File: src/rtl/mac_accumulator.sv
// Streaming signed multiply-accumulate stage feeding the fixed-point formatter.
// Stage 1 registers the full Q6.9 x Q6.9 product. Stage 2 folds that product
// into a saturating Q.18 running sum. When the product is the last element of
// a vector, stage 2 publishes the sum under a valid/ready handshake.
// Both stages advance together, so a stalled result freezes the whole pipe.
module mac_accumulator #(
  parameter int WIDTH_DATA = 16,
  parameter int WIDTH_ACC  = 32,
  parameter int WIDTH_CNT  = 10
) (
  input  logic                  clk_i,
  input  logic                  rst_ni,
  input  logic [WIDTH_DATA-1:0] a_i,
  input  logic [WIDTH_DATA-1:0] b_i,
  input  logic                  in_valid_i,
  input  logic                  in_last_i,
  output logic                  in_ready_o,
  output logic [WIDTH_ACC-1:0]  acc_o,
  output logic                  acc_sat_o,
  output logic [WIDTH_CNT-1:0]  acc_cnt_o,
  output logic                  acc_valid_o,
  input  logic                  acc_ready_i
);

  localparam logic [WIDTH_ACC-1:0] ACC_MAX = {1'b0, {(WIDTH_ACC-1){1'b1}}};
  localparam logic [WIDTH_ACC-1:0] ACC_MIN = {1'b1, {(WIDTH_ACC-1){1'b0}}};

  logic                          adv;
  logic                          step;
  logic signed [2*WIDTH_DATA-1:0] prodFull;
  logic signed [WIDTH_ACC-1:0]   prodExt;
  logic signed [WIDTH_ACC:0]     sumWide;
  logic                          overflow;
  logic [WIDTH_ACC-1:0]          clamped_d;
  logic [WIDTH_CNT-1:0]          cntInc_d;

  logic signed [WIDTH_ACC-1:0]   p1Prod_q;
  logic                          p1Last_q;
  logic                          p1Valid_q;
  logic signed [WIDTH_ACC-1:0]   accum_q;
  logic                          sat_q;
  logic [WIDTH_CNT-1:0]          cnt_q;
  logic [WIDTH_ACC-1:0]          accOut_q;
  logic                          accSat_q;
  logic [WIDTH_CNT-1:0]          accCnt_q;
  logic                          accValid_q;

  // The pipe moves whenever no result is waiting or the waiting result is taken.
  assign adv        = !accValid_q || acc_ready_i;
  assign step       = adv && p1Valid_q;
  assign in_ready_o = adv;

  assign acc_o       = accOut_q;
  assign acc_sat_o   = accSat_q;
  assign acc_cnt_o   = accCnt_q;
  assign acc_valid_o = accValid_q;

  // Signed product, sign-extended to accumulator width, plus the one-bit-wider sum, clamp and counter increment.
  always_comb begin
    prodFull  = '0;
    prodExt   = '0;
    sumWide   = '0;
    overflow  = 1'b0;
    clamped_d = '0;
    cntInc_d  = cnt_q;

    prodFull = $signed(a_i) * $signed(b_i);
    prodExt  = WIDTH_ACC'(prodFull);

    sumWide  = (WIDTH_ACC+1)'(accum_q) + (WIDTH_ACC+1)'(p1Prod_q);
    overflow = sumWide[WIDTH_ACC] ^ sumWide[WIDTH_ACC-1];
    if (overflow) begin
      clamped_d = sumWide[WIDTH_ACC] ? ACC_MIN : ACC_MAX;
    end else begin
      clamped_d = sumWide[WIDTH_ACC-1:0];
    end

    if (!(&cnt_q)) begin
      cntInc_d = cnt_q + WIDTH_CNT'(1);
    end
  end

  // Stage 1 captures the product of the incoming pair. The last flag only counts when the pair is valid.
  always_ff @(posedge clk_i or negedge rst_ni) begin
    if (!rst_ni) begin
      p1Prod_q  <= '0;
      p1Last_q  <= 1'b0;
      p1Valid_q <= 1'b0;
    end else if (adv) begin
      p1Prod_q  <= prodExt;
      p1Last_q  <= in_last_i && in_valid_i;
      p1Valid_q <= in_valid_i;
    end
  end

  // Stage 2 accumulates the products. On the last element it publishes the result and clears the running state, so the next vector starts without a bubble.
  always_ff @(posedge clk_i or negedge rst_ni) begin
    if (!rst_ni) begin
      accum_q    <= '0;
      sat_q      <= 1'b0;
      cnt_q      <= '0;
      accOut_q   <= '0;
      accSat_q   <= 1'b0;
      accCnt_q   <= '0;
      accValid_q <= 1'b0;
    end else begin
      if (adv) begin
        accValid_q <= p1Valid_q && p1Last_q;
      end
      if (step) begin
        if (p1Last_q) begin
          accOut_q <= clamped_d;
          accSat_q <= sat_q || overflow;
          accCnt_q <= cntInc_d;
          accum_q  <= '0;
          sat_q    <= 1'b0;
          cnt_q    <= '0;
        end else begin
          accum_q  <= clamped_d;
          sat_q    <= sat_q || overflow;
          cnt_q    <= cntInc_d;
        end
      end
    end
  end

endmodule
File: config.mk
export PLATFORM = sky130hd
export DESIGN_NAME = mac_accumulator
export DESIGN_NICKNAME = d
export VERILOG_FILES = /design/src/rtl/mac_accumulator.sv
export SDC_FILE = /design/constraint.sdc
export NUM_CORES = 1
export LEC_CHECK = 0
export CAP_MARGIN = 15
export CORE_ASPECT_RATIO = 1.5
export CORE_MARGIN = 5
export CORE_UTILIZATION = 60
export DETAILED_ROUTE_END_ITERATION = 8
export GPL_ROUTABILITY_DRIVEN = 0
export PLACE_DENSITY = 0.8
export SETUP_SLACK_MARGIN = 0.1
export SYNTH_ARGS = -nofsm -noshare
export SYNTH_HDL_FRONTEND = slang
export SYNTH_SLANG_ARGS = --single-unit
File: constraint.sdc
create_clock -name clk_i -period 6.4 [get_ports clk_i]
set_clock_uncertainty 0.2 [all_clocks]
set_input_delay 1.6 -clock clk_i [delete_from_list [all_inputs] [get_ports clk_i]]
set_output_delay 1.6 -clock clk_i [all_outputs]
set_load 0.01 [all_outputs]
**Word-level counts from Yosys, hierarchy flattened**

Index checks and enable logic that the tools add are counted.

- Flip-flop bits (word level): 121
- Input port bits: 37
- Output and inout port bits: 45
- Logic and storage cells: 28

- Add/sub/neg operators: 2
- Multiply operators: 1
- Multiplexer cells: 6
- Bitwise logic cells: 1
- Reductions and logical operators: 8

Operators by type and width:

| cell | count |
|---|---|
| 32-bit 2-to-1 mux | 3 |
| 32-bit by 32-bit adder with 33-bit output | 1 |
| 16-bit by 16-bit multiplier with 32-bit output | 1 |
| 10-bit 2-to-1 mux | 2 |
| 10-bit by 1-bit adder with 10-bit output (second input constant) | 1 |
| 10-bit AND reduction | 1 |
| 1-bit logical AND | 3 |
| 1-bit logical OR | 2 |
| 2-bit AND reduction | 1 |
| 1-bit zero test | 1 |
| 1-bit 2-to-1 mux | 1 |
| 1-bit bitwise XOR | 1 |

**Longest topological paths before layout**

- Word-level depth: 4
- Depth in mapped cells: 24
- Depth with buffers taken out: 23

**Least setup slack after synthesis**

Ideal clock, no wire load.

- Path kind: input port to flip-flop
- Start: in a_i[15]
- End: reg p1Prod_q[30]
- Setup time: 0.120 ns
- Arrival time: 7.108 ns
- Required time: 6.080 ns
- Setup slack: -1.028 ns
- Stages on the path: 21
- Buffers on the path: 1
- Path through: clkbuf_1 nand2_1 inv_1 fa_1 fa_1 inv_1 fa_1 fa_1 inv_1 fa_1 inv_1 fa_1 inv_1 ha_1 nand4_1 or2_2 o21ai_0 nor4b_1 o211ai_1 a21o_1 o211a_1

- Cells in the longest elaborated chain, start to end: 1

RTL lines:

| what | RTL line | source |
|---|---|---|
| from (decl) | 13 | `input logic [WIDTH_DATA-1:0] a_i,` |
| 16-bit by 16-bit multiplier with 32-bit output | 67 | `prodFull = $signed(a_i) * $signed(b_i);` |
| to (signal assigned) | 90 | `p1Prod_q <= prodExt;` |
| to (decl) | 37 | `logic signed [WIDTH_ACC-1:0] p1Prod_q;` |

Every way passes these cells.
A chain may end at the register's enable or synchronous reset.

**Final worst setup path**

- Start: in b_i[15]
- End: reg p1Prod_q[29]

- Cells in the longest elaborated chain, start to end: 1

RTL lines:

| what | RTL line | source |
|---|---|---|
| from (decl) | 14 | `input logic [WIDTH_DATA-1:0] b_i,` |
| 16-bit by 16-bit multiplier with 32-bit output | 67 |  |

Every way passes these cells.

==> out/metrics.yaml <==
clock_network:
  ctsHoldBuffers: 0
  path_clk_slew_ns: 0.06
  root_buffer: "clkbuf_16"
  cts_max_level: 4
  tritoncts: "built"
  clock-sinks: 121
  clk_path_buf_depth: 2
  insertion_delay_ns: 0.43
  numCtsBuffers: 17
global_routing:
  grt_remaining_overflow: 0
  antenna_found_initial: 0
  grt_pass1_wl_um: 73100
  grt_use_total_pct: 29.0
  grt_max_degree: 67
  grt_pass1_vias: 15056
synthesis:
  synth_most_common_cell: "inv_1"
  synth_ff_type: "dfrtp_1"
  synth_top_area_cell: "fa_1"
  synth_edf_count: 0
  synth.distinct_cells: 79
  synth.top_cell.area_share_pct: 31.8
  ys_ff_latch: 121
  syn-instance-count: 1763
  synth_area_leaders: "fa_1, dfrtp_1, ha_1, inv_1, nand2_1"
  netlist_area_um2: 16500
  yosys-top-cells-count: "inv_1, fa_1, nand2_1"
  seq_area_frac_synth_pct: 18.3
  synth_async_sr_flop_share_pct: 100
  synth_nets: 2178
  avgSynthCellArea_um2: 9.39
  yosysWarningCount: 0
worst_setup_path:
  critPathRequiredTime_ns: 6.50
  end_kind: "register"
  r2r_start: "p1Prod_q[0]$_DFFE_PN0N_"
  r2r_slack_ns: 2.62
  criticalPathCategory: "in2reg"
  rr_endpoint: "accum_q[21]$_DFFE_PN0P_"
  r2r_cells: 13
  critPathMaxFanout: 4
  arrival_ns: 7.10
  cp-start-kind: "primary input"
sta:
  grt_setup_unrepaired: "true"
  final_hold_viol_count: 0
  setup_tns_ns: -6.22
  period_share_pct: 109
  fmax_mhz: 143
  maxSlewHeadroom_pct: 31.5
  tightestPinTransition_ns: 1.03
  min_period_ns: 7.00
  maxSlewViolCount: 0
  setup_viol: 16
  worst_slack_ns: -0.603
place:
  dpl.hpwl_um: 32900
  portBuffers: 81
floorplanning:
  die_x_um: 146
  core_um2: 27200
  io-pin-count: 82
  design.die.area_um2: 31100
  die_h_um: 213
  rows: 74
  initial_core_util_pct: 60.8
min_path:
  hold_path_end: "acc_cnt_o[1]$_DFFE_PN0P_"
  hold_start: "acc_cnt_o[1]$_DFFE_PN0P_"
  hp-class: "reg2reg"
  holdPathStages: 2
drt:
  routedWlPerCell_um: 19.9
  vias_per_cell: 5.88
  via_count: 13935
  wirelength_um: 47200
  drt-initial-drc-count: 1112
  ant_nets: 0
  drt_pass1_iterations: 5
  drc: 0
outcome:
  status: "finished, violations left"
  violations: "negative setup slack"
cells_and_area:
  syn2layout_area_growth_pct: 26.2
  drive_gt1_share_pct: 26.2
  nNetsFinal: 2431
  num_antenna_cells: 0
run:
  maxCapViolCount: 0
final cells by class:
type	count	area, um^2
Multi-Input combinational cell	1272	12900
Fill cell	1662	6330
Sequential cell	121	3030
Timing Repair Buffer	304	2800
Inverter	300	1130
Tap cell	342	428
Clock buffer	17	425
Clock inverter	15	180
per-stage QoR:
stage,setup slack (ns),instances,hold slack [ns],area [um^2],utilization [%]
6_report,-0.603,2371,0.274,20900,76.7
5_1_grt,-0.812,2371,0.305,20900,76.7
4_1_cts,-0.491,2356,0.284,20400,75.1
3_5_place_dp,-1.41,2281,0.269,19100,70.1
3_3_place_gp,-1.33,2281,0.260,19100,70.1
2_1_floorplan,-0.611,1763,0.245,17000,-
flip-flops by register name (all words and copies together), names as in the netlist, 10 cells and up:
register / count
p1Prod_q: 32
cnt_q: 10
accum_q: 32
acc_o: 32
acc_cnt_o: 10
layer usage:
metal | track usage [%] | part of all wire (%)
met5 | 0 | 0
met4 | 14.9 | 6.6
met3 | 3.30 | 5.0
met2 | 54.7 | 54
met1 | 32.2 | 35
kinds of logic (layout without fill, tap and decap cells):
family	after synthesis	after routing	share of synthesized area, %
and+or+nand+nor	501	501	14.5
adders and majority gates	399	399	41.9
buffers and inverters	370	636	8.53
AOI/OAI and AO/OA	279	279	11.5
DFF	121	121	18.3
xor gates and xnor gates	66	66	3.49
muxes	27	27	1.79
critical path, cell delays in order:
cell           delay (ns)
dlygate4sd2_1        0.25
inv_2                0.08
nor2_1               0.25
fa_1                 0.52
fa_1                 0.53
fa_2                 0.58
fa_2                 0.46
fa_1                 0.52
inv_1                0.05
fa_1                 0.48
inv_1                0.05
ha_2                 0.37
nand3_2              0.12
or2_4                0.29
nor2_4               0.08
nand2_2              0.06
a211o_1              0.35
buf_6                0.14
o2111ai_1            0.20
o21ai_1              0.11
what timing repair did:
item                                    CTS  global route
setup buffers                            39            21
endpoints found under the setup margin   23            21
cloned                                    4             0
pin swaps                               116            87
resized for setup                       279           111
cells in the final DEF, fill, tap and decap left out, types with 7 or more instances in the layout:
cell type and count:
o21ai_1 18, a21o_1 27, a21oi_2 11, mux2_2 21
inv_2 34, a21oi_1 61, nand2b_1 14, fa_2 27
a22o_1 24, and2_1 95, and2_4 29, nand2_1 205
xor2_1 26, buf_4 162, buf_6 67, nand4_1 9
buf_8 8, nand3_1 17, nand2_2 11, xnor2_1 35
nand2_4 11, maj3_2 20, fa_1 236, inv_1 264
buf_12 7, nor2_1 59, o211ai_1 9, clkdlybuf4s50_1 49
clkbuf_16 17, ha_4 17, o21a_1 8, nor3_1 15
buf_2 8, ha_1 94, o21ai_0 52, dfrtp_1 121
worst max-delay path by stage:
stage / start / end / slack (ns) / cells after the start
4_1_cts: b_i[6] / p1Prod_q[23]$_DFFE_PN0N_ / -0.49 / 21
6_report: b_i[15] / p1Prod_q[29]$_DFFE_PN0N_ / -0.60 / 20
3_5_place_dp: b_i[4] / p1Prod_q[23]$_DFFE_PN0N_ / -1.41 / 22
2_1_floorplan: a_i[5] / p1Prod_q[23]$_DFFE_PN0N_ / -0.61 / 23
5_1_grt: b_i[15] / p1Prod_q[29]$_DFFE_PN0N_ / -0.81 / 20
3_3_place_gp: b_i[4] / p1Prod_q[23]$_DFFE_PN0N_ / -1.33 / 22
Power is left out: the tool's default activity adds up to more than one toggle a clock period on the data nets, which glitch-free logic cannot reach.
